==> src/rtl/multi_chess_timer.sv <==
// Multi-player chess clock: N_PLAYERS mm:ss countdown timers sharing one
// one-second prescaler, with Fischer increment on each turn switch and
// a flag per player that latches when that player's time runs out.
module multi_chess_timer #(
   parameter int N_PLAYERS = 2,
   parameter int CLK_DIV   = 100000000,
   parameter int INC_SEC   = 0,
   parameter int PW        = 3
) (
   input  logic                     clk,
   input  logic                     reset,
   input  logic                     load,
   input  logic [5:0]               time_in,
   input  logic                     start,
   input  logic                     enable,
   input  logic                     switch,
   output logic [6*N_PLAYERS-1:0]   min,
   output logic [6*N_PLAYERS-1:0]   sec,
   output logic [PW-1:0]            active,
   output logic [N_PLAYERS-1:0]     flag,
   output logic [1:0]               state
);

   localparam logic [1:0] S_IDLE  = 2'd0;
   localparam logic [1:0] S_RUN   = 2'd1;
   localparam logic [1:0] S_PAUSE = 2'd2;
   localparam logic [1:0] S_DONE  = 2'd3;

   localparam int              PRE_W  = $clog2(CLK_DIV);
   localparam logic [PRE_W-1:0] PRE_TC = PRE_W'(CLK_DIV - 1);
   localparam logic [6:0]      INC7   = 7'(INC_SEC);
   localparam logic [PW-1:0]   LAST   = PW'(N_PLAYERS - 1);

   logic [1:0]           r_state, w_next;
   logic [PRE_W-1:0]     r_pre;
   logic [5:0]           r_min [N_PLAYERS];
   logic [5:0]           r_sec [N_PLAYERS];
   logic [PW-1:0]        r_active;
   logic [N_PLAYERS-1:0] r_flag;

   logic       w_run, w_load_ok, w_sw_ok, w_any_flag, w_tick;
   logic [5:0] w_amin, w_asec, w_dmin, w_dsec, w_imin, w_isec, w_load_min;
   logic       w_act_zero, w_dec_zero, w_carry;
   logic [6:0] w_sum_sec, w_sum_min;
   logic [PW-1:0] w_next_active;

   assign w_any_flag = |r_flag;

   // FSM state register
   always_ff @(posedge clk or negedge reset) begin
      if (!reset) r_state <= S_IDLE;
      else        r_state <= w_next;
   end

   // FSM next-state: a latched flag in RUN always wins over pause
   always_comb begin
      w_next = r_state;
      case (r_state)
         S_IDLE:  if (load) w_next = S_IDLE;
                  else if (start) w_next = enable ? S_RUN : S_PAUSE;
         S_RUN:   if (w_any_flag) w_next = S_DONE;
                  else if (!enable) w_next = S_PAUSE;
         S_PAUSE: if (load) w_next = S_IDLE;
                  else if (enable) w_next = S_RUN;
         S_DONE:  if (load) w_next = S_IDLE;
         default: w_next = S_IDLE;
      endcase
   end

   // FSM outputs: which commands are honoured in the current state
   always_comb begin
      w_run     = (r_state == S_RUN);
      w_load_ok = load && (r_state != S_RUN);
      w_sw_ok   = switch && w_run && !w_any_flag;
   end

   assign w_tick = w_run && !w_any_flag && (r_pre == PRE_TC);

   // Prescaler: counts only while staying in RUN, restarts on switch
   always_ff @(posedge clk or negedge reset) begin
      if (!reset)                                  r_pre <= '0;
      else if (!w_run || w_next != S_RUN || switch) r_pre <= '0;
      else if (r_pre == PRE_TC)                    r_pre <= '0;
      else                                         r_pre <= r_pre + PRE_W'(1);
   end

   // Select the running player's timer
   always_comb begin
      w_amin = '0;
      w_asec = '0;
      for (int k = 0; k < N_PLAYERS; k++) begin
         if (PW'(k) == r_active) begin
            w_amin = r_min[k];
            w_asec = r_sec[k];
         end
      end
   end

   // Decrement on tick, then Fischer increment with 63:59 saturation
   always_comb begin
      w_act_zero = (w_amin == 6'd0) && (w_asec == 6'd0);
      w_dmin = w_amin;
      w_dsec = w_asec;
      if (w_tick && !w_act_zero) begin
         if (w_asec != 6'd0) begin
            w_dsec = w_asec - 6'd1;
         end else begin
            w_dsec = 6'd59;
            w_dmin = w_amin - 6'd1;
         end
      end
      w_dec_zero = (w_dmin == 6'd0) && (w_dsec == 6'd0);
      w_sum_sec  = {1'b0, w_dsec} + INC7;
      w_carry    = (w_sum_sec >= 7'd60);
      w_isec     = w_carry ? (w_sum_sec[5:0] - 6'd60) : w_sum_sec[5:0];
      w_sum_min  = {1'b0, w_dmin} + {6'd0, w_carry};
      w_imin     = w_sum_min[5:0];
      if (w_sum_min[6]) begin
         w_imin = 6'd63;
         w_isec = 6'd59;
      end
      w_next_active = (r_active == LAST) ? '0 : r_active + PW'(1);
      w_load_min    = (time_in > 6'd59) ? 6'd59 : time_in;
   end

   // Timers, flags and active player: only the active timer ever moves
   always_ff @(posedge clk or negedge reset) begin
      if (!reset) begin
         for (int k = 0; k < N_PLAYERS; k++) begin
            r_min[k] <= '0;
            r_sec[k] <= '0;
         end
         r_flag   <= '0;
         r_active <= '0;
      end else if (w_load_ok) begin
         for (int k = 0; k < N_PLAYERS; k++) begin
            r_min[k] <= w_load_min;
            r_sec[k] <= '0;
         end
         r_flag   <= '0;
         r_active <= '0;
      end else if (w_run && !w_any_flag) begin
         for (int k = 0; k < N_PLAYERS; k++) begin
            if (PW'(k) == r_active) begin
               if (w_dec_zero) begin
                  r_min[k]  <= w_dmin;
                  r_sec[k]  <= w_dsec;
                  r_flag[k] <= 1'b1;
               end else if (w_sw_ok) begin
                  r_min[k] <= w_imin;
                  r_sec[k] <= w_isec;
               end else begin
                  r_min[k] <= w_dmin;
                  r_sec[k] <= w_dsec;
               end
            end
         end
         if (!w_dec_zero && w_sw_ok) r_active <= w_next_active;
      end
   end

   genvar g;
   generate
      for (g = 0; g < N_PLAYERS; g++) begin : g_pack
         assign min[6*g +: 6] = r_min[g];
         assign sec[6*g +: 6] = r_sec[g];
      end
   endgenerate

   assign active = r_active;
   assign flag   = r_flag;
   assign state  = r_state;

endmodule

==> config.mk <==
export PLATFORM = sky130hd
export DESIGN_NAME = multi_chess_timer
export DESIGN_NICKNAME = d
export VERILOG_FILES = /design/src/rtl/multi_chess_timer.sv
export SDC_FILE = /design/constraint.sdc
export NUM_CORES = 1
export LEC_CHECK = 0
export ABC_AREA = 1
export BUFFER_PORTS_ARGS = -buffer_cell sky130_fd_sc_hd__clkbuf_2
export CORE_MARGIN = 2
export CORE_UTILIZATION = 50
export DETAILED_ROUTE_END_ITERATION = 7
export PLACE_DENSITY = 0.69
export SETUP_SLACK_MARGIN = 0.02
export SLEW_MARGIN = 20
export SYNTH_ARGS = -nofsm -noshare
export SYNTH_HDL_FRONTEND = slang
export SYNTH_SLANG_ARGS = --single-unit
==> constraint.sdc <==
create_clock -name clk -period 7.2 [get_ports clk]
set_clock_uncertainty 0.15 [all_clocks]
set_input_delay 0.72 -clock clk [delete_from_list [all_inputs] [get_ports clk]]
set_output_delay 0.72 -clock clk [all_outputs]
set_load 0.01 [all_outputs]
# ---- Yosys cells after proc, flatten, opt, wreduce, memory -nomap -nowiden
# Cells that the tools add are included.
dict set report classes {
  n_mux 44
  reduce_logical 33
  n_addsub 6
  eq_ne 8
  order_cmp 2
}
# op n
set op_table {}
lappend op_table {{$mux 6} 20}
lappend op_table {{$mux 27} 2}
lappend op_table {{$mux 12} 4}
lappend op_table {{$add 27x1->27 const B} 1}
lappend op_table {{$eq 27x27->1 const B} 1}
lappend op_table {{$logic_not 6->1} 4}
lappend op_table {{$mux 2} 10}
lappend op_table {{$mux 3} 4}
lappend op_table {{$sub 6x1->6 const B} 2}
lappend op_table {{$reduce_bool 2->1} 5}
lappend op_table {{$logic_and 1x1->1} 9}
lappend op_table {{$pmux 2 s4} 1}
lappend op_table {{$add 6x1->7} 1}
lappend op_table {{$ge 6x6->1 const B} 1}
lappend op_table {{$gt 6x6->1 const B} 1}
lappend op_table {{$reduce_and 2->1} 3}
lappend op_table {{$reduce_and 3->1} 2}
lappend op_table {{$reduce_bool 6->1} 1}
lappend op_table {{$sub 6x6->6 const B} 1}
lappend op_table {{$eq 2x2->1 const B} 2}
lappend op_table {{$logic_not 1->1} 4}
lappend op_table {{$ne 2x1->1 const B} 2}
lappend op_table {{$add 3x1->3 const B} 1}
lappend op_table {{$eq 1x3->1 const A} 1}
lappend op_table {{other kinds (7)} 10}
dict set report word_totals {
  input_bits 12
  elab_cells 102
  register_bits 58
}

# ---- Depth between registers and ports, before layout
dict set report depth {
  depth_word 16
  ltp_mapped 30
  depth_no_buf 29
}

# ---- Worst setup path after synthesis
# No wires, ideal clock.
dict set report synth_timing {
  path_type {register -> register}
  start {register r_active[2], in the netlist active[2]}
  end {register r_min, in the netlist min[10]}
  required_time_ps 6919
  path_slack_ps 3647
  t_arrival_ps 3272
  n_path_buf 1
  setup_ps 131
  path_stages_with_launch 27
  cell_sequence {dfrtp_1 nor2_4 buf_4 nand3_1 nand2_1 inv_1 ha_1 inv_1 nor2_1 nand3_2 nor2_4 nor3_1 nand3_1 nand3_1 ha_1 inv_1 nor2_1 nand2_1 inv_1 ha_1 nand3_1 nor2_1 nand2_1 nand2_1 nand2_1 o21ai_1 a31oi_1}
}
dict set report synth_between {
  elab_chain_len 16
  word_cells_on_any_way 31
  classes_between {3 x add/sub; 1 x order compare; 1 x eq/ne; 14 x mux; 12 x reduce/logical}
}
# item line_no
set synth_lines {}
lappend synth_lines {{start: declaration} 38} ;# logic [PW-1:0] r_active;
lappend synth_lines {{start signal: assignment} 158} ;# if (!w_dec_zero && w_sw_ok) r_active <= w_next_active;
lappend synth_lines {{branches (longest 16 deep; another with $add 6x1->7)} n/a}
lappend synth_lines {{end signal: indexed assignment} 137} ;# r_min[k] <= w_load_min;
lappend synth_lines {{end signal: indexed assignment} 146} ;# r_min[k] <= w_dmin;
lappend synth_lines {{end signal: indexed assignment} 150} ;# r_min[k] <= w_imin;
lappend synth_lines {{end: declaration} 36} ;# logic [5:0] r_min [N_PLAYERS];
# Parallel ways; which one is timed is not known. The select of a mux whose other input is x is not followed.
# A chain may end at the register's enable or synchronous reset.

# ---- Worst setup path after layout
dict set report layout_timing {
  start {register r_active[0], in the netlist active[0]}
  end {register r_min, in the netlist min[4]}
}
dict set report layout_between {
  elab_chain_len 16
  word_cells_on_any_way 31
  classes_between {3 x add/sub; 1 x order compare; 1 x eq/ne; 14 x mux; 12 x reduce/logical}
}
# item
set layout_lines {}
lappend layout_lines {{branches (longest 16 deep; another with $add 6x1->7)}}
# Parallel ways; which one is timed is not known. The select of a mux whose other input is x is not followed.

==> run metrics <==
max_cap viols 0; Avg Synthesized Cell Area 6.98 um^2; worst path required time 7.27 ns; fillers 755; initial antenna violation count 0; Inserted Clock Buffers 9; most common cell after layout, fill and taps aside nand2_1; DP Wirelength 7.79 mm; CTS Sinks 58; EDFF count, synth 0; Post-Syn Instances 566; Post-DRT Antenna Nets 0; reg2reg start active[0]; Yosys reg bits 58; count of cell types in the netlist 39; Worst Path Arrival 4.74 ns; number of hold buffers added after CTS 0; die area 8630 um^2; # setup viols final 0; root buffer cell clkbuf_8; register area share after synthesis 0.367; fin crit share 0.649; Detailed Routing Iterations Pass 1 5; Ports 43; syn nets 585; count of final max-slew check failures 0; Syn Std Cell Area 3950 um^2; Crit Path Class register to register; layout cells sized above 1 0.171; CP max FO 17; Post-CTS Setup Repair Bufs 0; nets 629; Hold Crit Class input port to asynchronous set/reset pin; Design Power 0.00153 W; setup TNS 0 ns; Cell Pwr Density 346 nW/um^2; endpoints failing hold 0; most frequent cells in the layout 157 x nand2_1, 71 x nor2_1, 59 x nand3_1, 58 x dfrtp_1, 56 x inv_1; Synth Warn # 0; core area 7690 um^2; drt total wl 10.5 mm; status finished clean; Remaining Overflow, GRT 0; RSZ-0062 raised after global routing no; average wire per standard cell 14.6 um; Initial Utilization 0.514; Critical Path Start Type register; Row Count 32; final worst slack 2.53 ns; Final Core Density 0.576; initial DRC count 275; Die Y 92.9 um; first-pass GRT wire length 17.4 mm; largest net degree at the start of global routing 59; ys flop type dfrtp_1; Via density 5.44; CP Capture Type register; maximum clock path buffer count 2; vias in the first global route 3569; CTS H-tree lvls 3; Area growth, synth to finish 12.2%; Port Buffer Count 42; VDD IR max 0.143 mV; DR vias 3897; DRC viols 0; Slew Limit Headroom 0.291; Die W 92.9 um; PostCTS Resize Cnt 0; asr flop ratio synth 1.00; Routability Congestion 0.947; antenna cells 0; Worst Tran Pin Value 1.06 ns; CTS tree done; Worst Setup SP active[0]; Pleak 2.21 nW; minimum clock period 4.67 ns; insertion delay to the later sink of the worst-skew pair 0.36 ns; clk slew on worst S/H paths 0.08 ns; Max Fclk 214 MHz; Placement Setup Slack 2.68 ns; gr usage total 0.261; slack of the worst reg-to-reg path 2.53 ns
## final cells by class
cell class	count	area, um^2	share of cell area
Clock buffer	9	124	0.0280
Clock inverter	7	77.6	0.0175
Inverter	66	248	0.0559
Multi-Input combinational cell	431	2180	0.492
Sequential cell	58	1450	0.327
Tap cell	102	128	0.0288
Timing Repair Buffer	44	225	0.0508
## routing by layer
layer	track usage	routed length, um
met2	0.414	4810
met5	0	0
met1	0.349	4680
met3	0.0578	704
met4	0.0968	278
## power by group
part	internal [W]	switching [W]	leakage, nW
sequential	0.000376	0.0000633	0.785
clock	0.000163	0.000152	0.100
combinational	0.000236	0.000544	1.32
## critical path: stages (launching register included)
cell and delay [ns]:
dfrtp_1 0.76, inv_2 0.30, nand3_1 0.17, nand2_1 0.15, inv_1 0.12, ha_1 0.21
inv_1 0.05, nor2_1 0.12, nand3_2 0.19, nor2_4 0.18, nor2_4 0.07, o21ai_0 0.08
o21ai_1 0.16, inv_1 0.12, ha_1 0.15, inv_1 0.04, nor2_1 0.18, nand2_1 0.13
inv_1 0.12, ha_1 0.17, nand3_1 0.12, nor2_1 0.22, nand2_1 0.08, nand2_1 0.07
nand2_1 0.05, o21ai_1 0.24, a31oi_1 0.12
## stage by stage
step                      cell area, um^2  hold WS [ns]  cells
after floorplan                      3950         0.274    566
after global placement               4230         0.330    701
after detailed placement             4230         0.337    701
after CTS                            4430         0.348    717
after global routing                 4430         0.383    717
final                                4430         0.339    717
## cells by family after synthesis
group                    synth area share
AND/OR/NAND/NOR                     0.420
buffers and inverters              0.0811
flip-flops                          0.367
AO/OA/AOI/OAI                      0.0782
XOR/XNOR                           0.0310
adder cells (fa/ha/maj)            0.0222
## state kept, by name, summed over array words and instances (netlist names)
| register | count |
|---|---|
| sec | 12 |
| active | 3 |
| flag | 2 |
| min | 12 |
| r_pre | 27 |
| state | 2 |
## synthesized netlist by cell type, drive strengths merged, types with 5 or more instances
master  count  area, um^2
a21oi      11        55.1
nand4      19         119
inv        64         240
nand2     169         669
nor2       85         394
clkbuf      5        18.8
xnor2       6        52.6
buf         6        53.8
nand3      65         363
o21ai      30         154
nor3       11        55.1
xor2        8        70.1
ha          7        87.6
a31oi       5        31.3
dfrtp      58        1450
## final timing paths
kind | endpoint | depth (start not counted)
min in group clk | r_pre[0] | 1
setup / recovery | min[4] | 26
max in group asynchronous | r_pre[22] | 2
hold reg to reg | r_pre[0] | 1
setup reg to reg | min[4] | 26
hold / removal | active[0] | 2
(Power assumes the default switching activity.)
